===== src/rtl/gpr_writeback_queue.sv =====
// In-order writeback FIFO feeding the three register_file write ports, with a pending-GPR mask.
// Optional forwarding lookup (fwd_sr/fwd_hit/fwd_data) is enabled by defining GPR_WB_FWD_EN.
module gpr_writeback_queue #(
  parameter int unsigned DEPTH = 4
) (
  input  logic        clk,
  input  logic        rst_n,
  input  logic        ex_v,
  output logic        ex_ready,
  input  logic [2:0]  ex_we,
  input  logic [2:0]  ex_dr0,
  input  logic [2:0]  ex_dr1,
  input  logic [2:0]  ex_dr2,
  input  logic [1:0]  ex_wsz0,
  input  logic [1:0]  ex_wsz1,
  input  logic [1:0]  ex_wsz2,
  input  logic [31:0] ex_res0,
  input  logic [31:0] ex_res1,
  input  logic [31:0] ex_res2,
  input  logic        wb_hold,
  input  logic        flush,
  output logic        we0,
  output logic        we1,
  output logic        we2,
  output logic [2:0]  wrgpr0,
  output logic [2:0]  wrgpr1,
  output logic [2:0]  wrgpr2,
  output logic [1:0]  gprwe0,
  output logic [1:0]  gprwe1,
  output logic [1:0]  gprwe2,
  output logic [31:0] gpr_din0,
  output logic [31:0] gpr_din1,
  output logic [31:0] gpr_din2,
  output logic [7:0]  pend_mask,
  output logic        dup_err
`ifdef GPR_WB_FWD_EN
  ,
  input  logic [2:0]  fwd_sr,
  output logic        fwd_hit,
  output logic [31:0] fwd_data
`endif
);
  localparam int unsigned AW = $clog2(DEPTH);
  localparam int unsigned CW = AW + 1;

  logic [2:0]       q_we  [DEPTH];
  logic [2:0][2:0]  q_dr  [DEPTH];
  logic [2:0][1:0]  q_wsz [DEPTH];
  logic [2:0][31:0] q_res [DEPTH];

  logic [AW-1:0] wr_ptr, rd_ptr, wr_nxt, rd_nxt, idx;
  logic [CW-1:0] count, count_nxt;

  logic [2:0]       o_we;
  logic [2:0][2:0]  o_dr;
  logic [2:0][1:0]  o_wsz;
  logic [2:0][31:0] o_res;

  logic [2:0]       in_we, e_we;
  logic [2:0][2:0]  in_dr, e_dr;
  logic [2:0][1:0]  in_wsz;
  logic [2:0][31:0] in_res;
  logic             dup_hit, transfer, push, pop;
  logic [7:0]       pend_nxt;

  function automatic logic [31:0] size_mask(input logic [1:0] wsz, input logic [31:0] d);
    case (wsz)
      2'd3:    return d;
      2'd2:    return {16'h0000, d[15:0]};
      default: return {24'h000000, d[7:0]};
    endcase
  endfunction

  assign ex_ready = (count < CW'(DEPTH));

  // Entries are stored already deduplicated and size-masked so the issue path is a plain copy.
  always_comb begin
    in_dr  = {ex_dr2, ex_dr1, ex_dr0};
    in_wsz = {ex_wsz2, ex_wsz1, ex_wsz0};
    in_res = {size_mask(ex_wsz2, ex_res2), size_mask(ex_wsz1, ex_res1), size_mask(ex_wsz0, ex_res0)};
    in_we  = ex_we;
    if (ex_we[0] && ex_we[1] && (ex_dr0 == ex_dr1)) in_we[1] = 1'b0;
    if (ex_we[2] && ((ex_we[0] && (ex_dr0 == ex_dr2)) || (ex_we[1] && (ex_dr1 == ex_dr2))))
      in_we[2] = 1'b0;
    dup_hit = (in_we != ex_we);
  end

  always_comb begin
    transfer = ex_v & ex_ready;
    push     = transfer & ~flush;
    pop      = (count != '0) & ~wb_hold;
    if (flush) begin
      count_nxt = '0;
      rd_nxt    = '0;
      wr_nxt    = '0;
    end else begin
      count_nxt = count + CW'(push) - CW'(pop);
      rd_nxt    = rd_ptr + AW'(pop);
      wr_nxt    = wr_ptr + AW'(push);
    end
  end

  // Mask reflects post-edge contents: surviving entries (incl. the one being pushed) plus the new issue.
  always_comb begin
    pend_nxt = '0;
    idx      = '0;
    e_we     = '0;
    e_dr     = '0;
    for (int unsigned k = 0; k < DEPTH; k++) begin
      idx = rd_nxt + AW'(k);
      if (CW'(k) < count_nxt) begin
        e_we = q_we[idx];
        e_dr = q_dr[idx];
        if (push && (idx == wr_ptr)) begin
          e_we = in_we;
          e_dr = in_dr;
        end
        for (int unsigned s = 0; s < 3; s++)
          if (e_we[s]) pend_nxt[e_dr[s]] = 1'b1;
      end
    end
    if (pop)
      for (int unsigned s = 0; s < 3; s++)
        if (q_we[rd_ptr][s]) pend_nxt[q_dr[rd_ptr][s]] = 1'b1;
  end

  always_ff @(posedge clk or negedge rst_n) begin
    if (!rst_n) begin
      for (int unsigned k = 0; k < DEPTH; k++) begin
        q_we[k]  <= '0;
        q_dr[k]  <= '0;
        q_wsz[k] <= '0;
        q_res[k] <= '0;
      end
      wr_ptr    <= '0;
      rd_ptr    <= '0;
      count     <= '0;
      o_we      <= '0;
      o_dr      <= '0;
      o_wsz     <= '0;
      o_res     <= '0;
      pend_mask <= '0;
      dup_err   <= 1'b0;
    end else begin
      wr_ptr    <= wr_nxt;
      rd_ptr    <= rd_nxt;
      count     <= count_nxt;
      pend_mask <= pend_nxt;
      dup_err   <= dup_err | (transfer & dup_hit);
      if (push) begin
        q_we[wr_ptr]  <= in_we;
        q_dr[wr_ptr]  <= in_dr;
        q_wsz[wr_ptr] <= in_wsz;
        q_res[wr_ptr] <= in_res;
      end
      if (pop) begin
        o_we  <= q_we[rd_ptr];
        o_dr  <= q_dr[rd_ptr];
        o_wsz <= q_wsz[rd_ptr];
        o_res <= q_res[rd_ptr];
      end else begin
        o_we  <= '0;
      end
    end
  end

  assign {we2, we1, we0}             = o_we;
  assign {wrgpr2, wrgpr1, wrgpr0}    = o_dr;
  assign {gprwe2, gprwe1, gprwe0}    = o_wsz;
  assign {gpr_din2, gpr_din1, gpr_din0} = o_res;

`ifdef GPR_WB_FWD_EN
  logic [AW-1:0] fidx;

  // Scan oldest (issuing) to youngest so the last match wins.
  always_comb begin
    fwd_hit  = 1'b0;
    fwd_data = '0;
    fidx     = '0;
    for (int unsigned s = 0; s < 3; s++)
      if (o_we[s] && (o_wsz[s] == 2'd3) && (o_dr[s] == fwd_sr)) begin
        fwd_hit  = 1'b1;
        fwd_data = o_res[s];
      end
    for (int unsigned k = 0; k < DEPTH; k++) begin
      fidx = rd_ptr + AW'(k);
      if (CW'(k) < count)
        for (int unsigned s = 0; s < 3; s++)
          if (q_we[fidx][s] && (q_wsz[fidx][s] == 2'd3) && (q_dr[fidx][s] == fwd_sr)) begin
            fwd_hit  = 1'b1;
            fwd_data = q_res[fidx][s];
          end
    end
  end
`endif
endmodule


===== config.mk =====
export PLATFORM = sky130hd
export DESIGN_NAME = gpr_writeback_queue
export DESIGN_NICKNAME = d
export VERILOG_FILES = /design/src/rtl/gpr_writeback_queue.sv
export SDC_FILE = /design/constraint.sdc
export NUM_CORES = 1
export LEC_CHECK = 0
export CAP_MARGIN = 30
export CORE_MARGIN = 1
export CORE_UTILIZATION = 30
export DETAILED_ROUTE_END_ITERATION = 8
export SLEW_MARGIN = 20
export SYNTH_ARGS = -nofsm -noshare
export SYNTH_HDL_FRONTEND = slang
export SYNTH_SLANG_ARGS = --single-unit

===== constraint.sdc =====
create_clock -name clk -period 6.32 [get_ports clk]
set_clock_uncertainty 0.1 [all_clocks]
set_input_delay 0.948 -clock clk [delete_from_list [all_inputs] [get_ports clk]]
set_output_delay 0.948 -clock clk [all_outputs]
set_load 0.02 [all_outputs]

==> out/summary.txt <==
Outcome: finished clean
TritonCTS clock tree: done
Vias in the first global route: 23580
Die area: 100400 µm²
Final critical-path share of the clock period: 0.7947
Mean area per synthesized cell: 10.05 µm²
Primary FF master, synth: dfrtp_1
Setup violators final: 0
Slew headroom: 0.3047
Antenna diodes: 0
Critical Path Source Type: register
Yosys warning total: 0
# resized after CTS: 0
Crit-path max FO: 24
GRT Util Overall: 0.1900
Hold_buf cts: 0
Initial antenna violation count: 13
Cell variety after synth: 104
Post-Route WL: 95450 µm
Chip height: 316.9 µm
Worst-skew pair later-pin latency: 0.62 ns
1st-iter DRT viols: 2560
Via count: 23690
CTS root buffer: clkbuf_16
DR WL/cell: 21.51 µm
Max VDD drop: 234.0 µV
Slew Viols, Final: 0
Num CTS Buffers: 68
H-tree Lvls: 3
Synthesized net count: 3084
Synth area leader: dfrtp_1
Multi-input logic area: 14000 µm²
Port bufs: 242
Worst setup margin: 1.297 ns
Power density cells: 465.6 nW/µm²
Std-Cell Rows: 115
First-pass GRT wire length: 147300 µm
Fin nets: 3221
Share of the synthesized area in the top cell type: 0.4929
EDFF count, synth: 0
Actual slew at the worst max-slew pin: 1.040 ns
Placement Setup Slack: 0.8428 ns
Syn Inst Count: 2962
# IOs: 243
Synth cell count leaders: 801 x nand2_1, 586 x dfrtp_1, 360 x o21ai_0
Sequential-to-total area share from yosys stat: 0.4929
Total Neg Setup Slack: 0 ns
GPL Wtd Cong: 1.013
Post-DP HPWL: 63570 µm
Top-count cell post-synth: nand2_1
Flip-flop and latch area: 14670 µm²
Share of cells above drive strength 1: 0.1603
Synth top area cells: dfrtp_1 49%, nand2_1 10%, mux4_2 8.6%
Fmax: 199.1 MHz
Min-delay worst type: primary input to asynchronous set/reset pin
Grt total ovfl: 0
DRC violations left: 0
Min cycle time layout: 5.023 ns
Starting density of the core: 0.3028
Area growth, synth to finish: 20.15%
Die X: 316.9 µm
Layout fillers: 9887
Setup bufs post-CTS: 0
CP Capture Type: register
Antenna-violating nets left: 0
Via/cell ratio: 5.338
Clock slew at reported path FFs: 0.07 ns
Ys async rst share: 1.000
Core area: 98280 µm²
CP Class: register to register
DRT Pass-1 Iters: 7
P_leak: 15.04 nW
CTS Buffer Depth: 3
Count of final hold-check violations: 0
Final core utilization: 0.3638
Synth Register Bits: 586
CP cell instances: or3_1 > nand3_1 > a31o_2 > clkinv_1 > a2111oi_0 > o22ai_1 > or4b_1 > nor4b_1 > a211oi_1 > o221ai_1 > a221o_1
RSZ-0062 raised after global routing: false
CP arrival: 5.41 ns
Crit-path max cell delay: 0.70 ns
CTS Sinks: 586
Max-cap viol count: 0
Pin count of the biggest net entering global routing: 158
Syn Std Cell Area: 29750 µm²
CP max-delay cell: or3_1
Hold WS: 0.1843 ns
Critical Path RT: 6.71 ns
-- critical path, delay by kind of cell, from the launching register on --
kind / cells / cell delay, ns
and+or+nand+nor: 4 / 1.36
AOI/OAI and AO/OA: 6 / 2.24
DFF: 1 / 0.60
buffers and inverters: 1 / 0.58
-- layout by cell type (no fill, tap or decap), drive strengths merged, types with 40 or more instances in the layout --
| cell type | instances |
|---|---|
| a21oi | 82 |
| buf | 57 |
| clkbuf | 98 |
| clkdlybuf4s50 | 240 |
| dfrtp | 586 |
| inv | 43 |
| mux2 | 159 |
| mux4 | 114 |
| nand2 | 803 |
| nor2 | 62 |
| nor3 | 40 |
| o21ai | 371 |
-- state kept, by name, summed over array words and instances, names as in the netlist, 8 cells and up --
name,count
pend_mask,8
q_res,384
q_we,12
q_dr,36
gpr_din2,32
q_wsz,24
gpr_din0,32
gpr_din1,32
-- area by class of cell --
| cell class | count | area share |
|---|---|---|
| repair buffers | 297 | 0.08540 |
| clock inverters | 24 | 0.007350 |
| inverters | 41 | 0.004410 |
| clock buffers | 98 | 0.05582 |
| well taps | 1287 | 0.04504 |
| multi-input cells | 2105 | 0.3915 |
| flip-flops and latches | 586 | 0.4104 |
-- power breakdown --
group	total, mW	internal [mW]	leakage (nW)	switching [mW]
Sequential	5.43	4.71	7.82	0.725
Combinational	7.25	2.92	6.11	4.33
Clock	3.96	2.30	1.11	1.66
Total	16.6	9.94	15.0	6.71
-- stage by stage --
step                power [mW]  cell area [µm²]  cells
global placement         12.59            33370   4311
CTS                      16.69            35700   4436
global route             17.59            35750   4438
finish                   16.65            35750   4438
detailed placement       12.65            33440   4314
floorplan                10.10            29750   2962
-- path summary, 6_finish.rpt --
| kind | depth (start not counted) | slack (ns) | end | start |
|---|---|---|---|---|
| setup reg to reg | 11 | 1.30 | pend_mask[1] | count[2] |
| hold reg to reg | 2 | 0.37 | gpr_din0[9] | gpr_din0[9] |
| max in group asynchronous | 3 | 4.35 | rd_ptr[1] | rst_n |
| min in group clk | 2 | 0.37 | gpr_din0[9] | gpr_din0[9] |
| hold / removal | 1 | 0.18 | gpr_din1[21] | rst_n |
| setup / recovery | 11 | 1.30 | pend_mask[1] | count[2] |
-- metal layers --
metal  share of wire  wire (µm)  track usage  up-vias
met4           0.030       2906      0.06075       24
met1            0.44      41690       0.2629    11760
met5          0.0016        150            0        -
met3           0.088       8354      0.05165      207
met2            0.44      42350       0.2876      879
li1                -          -            -    10820
-- cells by family after synthesis --
family          Yosys count  share of synthesized area
fa+ha+maj                 3                   0.001514
mux                     283                     0.1502
flops                   586                     0.4929
buf+inv                 271                    0.03890
xor+xnor                 17                   0.005004
compound gates          717                     0.1551
simple gates           1085                     0.1564
Note: power is estimated with default switching activity, not from simulation.
